===== config.mk =====
export PLATFORM = sky130hd
export DESIGN_NAME = pc_sequencer
export DESIGN_NICKNAME = d
export VERILOG_FILES = /design/src/rtl/pc_sequencer.sv
export SDC_FILE = /design/constraint.sdc
export NUM_CORES = 1
export LEC_CHECK = 0
export BUFFER_PORTS_ARGS = -buffer_cell sky130_fd_sc_hd__buf_4
export CORE_ASPECT_RATIO = 2
export CORE_MARGIN = 8
export CORE_UTILIZATION = 30
export CTS_CLUSTER_SIZE = 28
export DETAILED_ROUTE_END_ITERATION = 10
export REMOVE_ABC_BUFFERS = 1
export SETUP_SLACK_MARGIN = 0.4
export SLEW_MARGIN = 20
export SYNTH_ARGS = -nofsm -noshare
export SYNTH_HDL_FRONTEND = slang
export SYNTH_SLANG_ARGS = --single-unit

===== constraint.sdc =====
create_clock -name clk -period 2.9 [get_ports clk]
set_input_delay 0.145 -clock clk [delete_from_list [all_inputs] [get_ports clk]]
set_output_delay 0.145 -clock clk [all_outputs]
set_load 0.02 [all_outputs]

===== src/rtl/pc_sequencer.sv =====
// Program-counter sequencer: drives the fetch address and arbitrates trap, redirect and
// sequential advance. It also supports stall, halt/resume, a redirect buffered while stalled
// or halted, and a sticky misalignment flag.
module pc_sequencer #(
  parameter int unsigned            WIDTH        = 32,
  parameter logic [WIDTH-1:0]       RESET_VECTOR = '0,
  parameter logic [WIDTH-1:0]       TRAP_VECTOR  = WIDTH'(32'h0000_0100),
  parameter int unsigned            INC          = 4,
  parameter int unsigned            ALIGN_BITS   = 2   // must be >= 1
) (
  input  logic             clk,
  input  logic             rst,
  input  logic             stall,
  input  logic             write,
  input  logic [WIDTH-1:0] new_count,
  input  logic             trap,
  input  logic             halt,
  input  logic             resume,
  input  logic             fetch_ack,
  output logic [WIDTH-1:0] addr,
  output logic             fetch_req,
  output logic             pc_update,
  output logic             misalign,
  output logic [1:0]       state
);

  typedef enum logic [1:0] {
    StBoot   = 2'b00,
    StRun    = 2'b01,
    StHalted = 2'b10
  } state_e;

  state_e           state_q, state_d;
  logic [WIDTH-1:0] addr_q, addr_d;
  logic [WIDTH-1:0] pend_q, pend_d;
  logic             pend_v_q, pend_v_d;
  logic             mis_q, mis_d;
  logic             upd_q, upd_d;

  // A direct write takes precedence over an older buffered target.
  logic [WIDTH-1:0] tgt;
  logic             tgt_bad;

  // Select the redirect target and check its alignment.
  always_comb begin
    tgt     = write ? new_count : pend_q;
    tgt_bad = |tgt[ALIGN_BITS-1:0];
  end

  // Next-state logic: trap > halt > redirect/pending > sequential advance.
  always_comb begin
    state_d  = state_q;
    addr_d   = addr_q;
    pend_d   = pend_q;
    pend_v_d = pend_v_q;
    mis_d    = mis_q;
    upd_d    = 1'b0;
    unique case (state_q)
      StBoot: state_d = StRun;
      StRun: begin
        if (trap) begin
          addr_d   = TRAP_VECTOR;
          pend_v_d = 1'b0;
          upd_d    = 1'b1;
        end else if (halt) begin
          // Freeze on entry; a simultaneous write is kept for after resume.
          if (write) begin
            pend_d   = new_count;
            pend_v_d = 1'b1;
          end
          state_d = StHalted;
        end else if (write && stall) begin
          pend_d   = new_count;
          pend_v_d = 1'b1;
        end else if ((write || pend_v_q) && !stall) begin
          addr_d   = tgt_bad ? TRAP_VECTOR : tgt;
          mis_d    = mis_q | tgt_bad;
          pend_v_d = 1'b0;
          upd_d    = 1'b1;
        end else if (fetch_ack && !stall) begin
          addr_d = addr_q + WIDTH'(INC);
          upd_d  = 1'b1;
        end
      end
      StHalted: begin
        if (trap) begin
          addr_d   = TRAP_VECTOR;
          pend_v_d = 1'b0;
          upd_d    = 1'b1;
          state_d  = StRun;
        end else begin
          if (write) begin
            pend_d   = new_count;
            pend_v_d = 1'b1;
          end
          if (resume) state_d = StRun;
        end
      end
      default: state_d = StBoot;
    endcase
  end

  // State registers with asynchronous reset.
  always_ff @(posedge clk or posedge rst) begin
    if (rst) begin
      state_q  <= StBoot;
      addr_q   <= RESET_VECTOR;
      pend_q   <= '0;
      pend_v_q <= 1'b0;
      mis_q    <= 1'b0;
      upd_q    <= 1'b0;
    end else begin
      state_q  <= state_d;
      addr_q   <= addr_d;
      pend_q   <= pend_d;
      pend_v_q <= pend_v_d;
      mis_q    <= mis_d;
      upd_q    <= upd_d;
    end
  end

  // Outputs come straight from registers; only fetch_req decodes the state.
  always_comb begin
    addr      = addr_q;
    fetch_req = (state_q == StRun);
    pc_update = upd_q;
    misalign  = mis_q;
    state     = state_q;
  end

endmodule


==> run summary <==
======================================================================================================
Result of the run ....................................................................... complete, no violations
Power spent charging and discharging nets ...............................................    0.00183 W
PnR worst setup slack ...................................................................     0.572 ns
Number of CTS-inserted buffers ..........................................................            9
Fin. max-slew vios ......................................................................            0
Global route overflow ...................................................................            0
Startpoint type of the worst setup path .................................................    flip-flop
Worst endpoint required time ............................................................      3.13 ns
Avg Cell Area, Syn ......................................................................     9.95 µm²
Vert. Die Dim ...........................................................................       178 µm
Std-Cell Rows ...........................................................................           59
Static leakage ..........................................................................      2.17 nW
Crit share post-route ...................................................................        80.3%
Combinational family with the most area after synthesis ................................. compound AO/OA/AOI/OAI gates
Area used by sequential logic in the layout .............................................     1730 µm²
P&R area growth vs syn ..................................................................        26.7%
Share of synthesized area spent on multiplexers .........................................        16.3%
Share of synthesized area occupied by flip-flops and latches ............................        43.7%
Sinks on Clock Net ......................................................................           69
Clock power share .......................................................................        22.3%
Number of library cell types mapped by synthesis ........................................           60
Post-Synthesis Cell Area ................................................................     3950 µm²
Share of cells above drive strength 1 ...................................................        29.1%
Post-route worst hold slack .............................................................    0.0313 ns
Post-placement worst setup slack ........................................................     0.411 ns
Number of flops mapped to enable cells by yosys .........................................            0
Clock transition at the register clock pins on the worst setup and hold paths after CTS .      0.06 ns
Complex-gate fraction of the synthesized area ...........................................        22.1%
Ranking of synthesized cells by area .................................................... dfrtp_1 44%, mux2i_1 6.3%, mux2_2 5.7%
Initial Utilization .....................................................................        30.6%
Pre-antenna DRT Iters ...................................................................            5
Combinational group share of total power ................................................        40.4%
Aggregate routed wire length ............................................................      12.2 mm
Internal Dissipation ....................................................................    0.00281 W
Top-area cell type share of the netlist area ............................................        43.7%
Relative slew slack .....................................................................        46.8%
Vias after detailed routing .............................................................         3510
Post-synthesis async set-or-reset flop share ............................................         100%
Library cell used as clock root buffer ..................................................    clkbuf_16
Vias in the first global route ..........................................................         3626
Port-buffer cells .......................................................................           76
Number of warnings printed during yosys synthesis .......................................            0
Area share of xor/xnor cells in the synthesized design ..................................           0%
DRC .....................................................................................            0
Setup violations, final .................................................................            0
Switching power as a share of total power ...............................................        39.4%
Type of destination of the critical path ................................................    flip-flop
Die area ................................................................................    17300 µm²
Number of design-rule violations left by the first detailed-router iteration ............          231
Leading area contributor after synthesis ................................................      dfrtp_1
Maxcap violations .......................................................................            0
Maximum achievable frequency ............................................................      430 MHz
Power share of the sequential group .....................................................        37.2%
Skew-Pair Late Insertion Delay ..........................................................      0.34 ns
CTS tree ................................................................................        built
Via density per instance ................................................................         5.58
Hold Violations, Final ..................................................................            0
Total power divided by cell area ........................................................   926 nW/µm²
Max FO, Critical Path ...................................................................           19
Primary flip-flop cell chosen by synthesis mapping ......................................      dfrtp_1
Worst min-delay path class ..............................................................       in2reg
Number of nets still failing antenna checks after routing ...............................            0
Final setup skew ........................................................................   0.00741 ns
Actual transition at the worst max-transition pin .......................................     0.797 ns
Number of filler instances in the final layout ..........................................         1292
Wire length of the first global-routing pass ............................................      19.4 mm
I/O pins ................................................................................           77
Cell count after synthesis ..............................................................          397
Adder and majority cell fraction of the synthesized area ................................        1.58%
Unrepaired setup endpoints after global routing .........................................           no
Chip Width ..............................................................................      97.1 µm
Number of buffers inserted to repair setup after CTS ....................................            0
Most used cells in the layout excluding fill and tap cells .............................. 90 x buf_4, 69 x dfrtp_1, 45 x o21ai_0, 39 x a21oi_1, 28 x nand2_1
Clock Path Buffers ......................................................................            2
Most frequent standard cell in the layout excluding fill and tap cells ..................        buf_4
Multi-input gate area ...................................................................     2090 µm²
Core box area ...........................................................................    12900 µm²
Post-layout net count ...................................................................          517
Final worst path period need ............................................................      2.33 ns
Detail-routed net length per standard cell ..............................................      19.4 µm
Initial antenna violation count .........................................................            0
Worst VDD drop ..........................................................................   0.000492 V
Post-detailed-placement half-perimeter wirelength .......................................      9.19 mm
ANT cells ...............................................................................            0
Count of state elements after synthesis .................................................           69
Number of H-tree branching levels .......................................................            3
Data arrival time at the worst-slack endpoint ...........................................      2.55 ns
Maximum number of pins on one net before global-route repair ............................           38
Classification of the worst setup path ..................................................      reg2reg
Post-Synth Simple-Gate Area .............................................................        12.3%
Routability-driven placement congestion ratio ...........................................        0.871
Overall Global Routing Usage ............................................................        14.1%
======================================================================================================
per-layer routing:
layer / global-route usage (%) / vias up / wire [µm] / share of wire (%)
met4: 7.42 / 0 / 322 / 2.6
met1: 14.0 / 1732 / 4500 / 37
li1: - / 1650 / - / -
met2: 26.7 / 108 / 6800 / 56
met3: 2.91 / 20 / 585 / 4.8
met5: 0 / - / 0 / 0
state kept, by name, summed over array words and instances (netlist names):
| register | flops |
|---|---|
| pend_q | 32 |
| misalign | 1 |
| addr | 32 |
| pc_update | 1 |
| pend_v_q | 1 |
| state | 2 |
through the flow:
| stage | instance area [µm²] | setup TNS, ns | util [%] | cells | total power [W] |
|---|---|---|---|---|---|
| after floorplan | 3820 | -29.03 | - | 370 | 0.00281 |
| after global placement | 4710 | 0 | 36.4 | 612 | 0.00356 |
| after detailed placement | 4710 | 0 | 36.4 | 612 | 0.00363 |
| after CTS | 5000 | 0 | 38.7 | 629 | 0.00468 |
| after global routing | 5000 | 0 | 38.7 | 629 | 0.00493 |
| final | 5000 | 0 | 38.7 | 629 | 0.00464 |
layout make-up:
cell class                 count  area share [%]
tap                          152            3.80
sequential                    69            34.5
timing repair buffer          91            13.7
clock inverter                 6           0.775
inverter                       8           0.600
clock buffer                  10            4.77
multi-input combinational    293            41.9
power groups by stage:
| stage | combinational (W) | clock (W) | sequential [W] |
|---|---|---|---|
| after floorplan | 0.000970 | 0 | 0.00184 |
| after detailed placement | 0.00190 | 0 | 0.00173 |
| final | 0.00188 | 0.00104 | 0.00173 |
| after global routing | 0.00205 | 0.00109 | 0.00178 |
| after CTS | 0.00190 | 0.00105 | 0.00172 |
| after global placement | 0.00185 | 0 | 0.00171 |
cell usage after synthesis (5+ instances only):
cell / number
nor2_1: 9
o31ai_1: 5
nand3_1: 10
mux2i_1: 25
nor3_1: 6
dfrtp_1: 69
inv_1: 8
mux2_1: 15
ha_1: 5
o21ai_0: 45
a21oi_1: 39
buf_2: 12
clkbuf_1: 11
nand2_1: 29
mux2_2: 20
and4_1: 5
a22o_1: 6
nand4_1: 7
timing repair:
action | in CTS | in global routing
endpoints found under the hold margin | 29 | 0
pin swaps | 0 | 0
hold buffers | 1 | 0
gates resized for setup | 1 | 2
endpoints found under the setup margin | 1 | 7
cells by family (layout without fill, tap and decap cells):
family / after synthesis / count (layout)
AOI/OAI and AO/OA: 138 / 138
adders and majority gates: 5 / 5
and+or+nand+nor: 90 / 90
buffers and inverters: 35 / 115
DFF: 69 / 69
muxes: 60 / 60
worst paths after layout:
kind,from,endpoint,slack [ns],cells past startpoint
max,state[1],pend_q[0],0.57,6
min,new_count[17],pend_q[17],0.03,2
max reg2reg,state[1],pend_q[0],0.57,6
min reg2reg,pend_q[2],pend_q[2],0.48,1
max in group asynchronous,rst,addr[29],1.54,4
min in group asynchronous,rst,pend_q[13],0.52,3
critical path, cell delays in order (launching register included):
cell and delay [ns]:
dfrtp_1 0.40, inv_1 0.12, ha_1 0.41, nor2_1 0.16, a2111oi_4 0.37, buf_4 0.35, mux2_2 0.38
No activity file was read; power rests on OpenSTA's default activity.
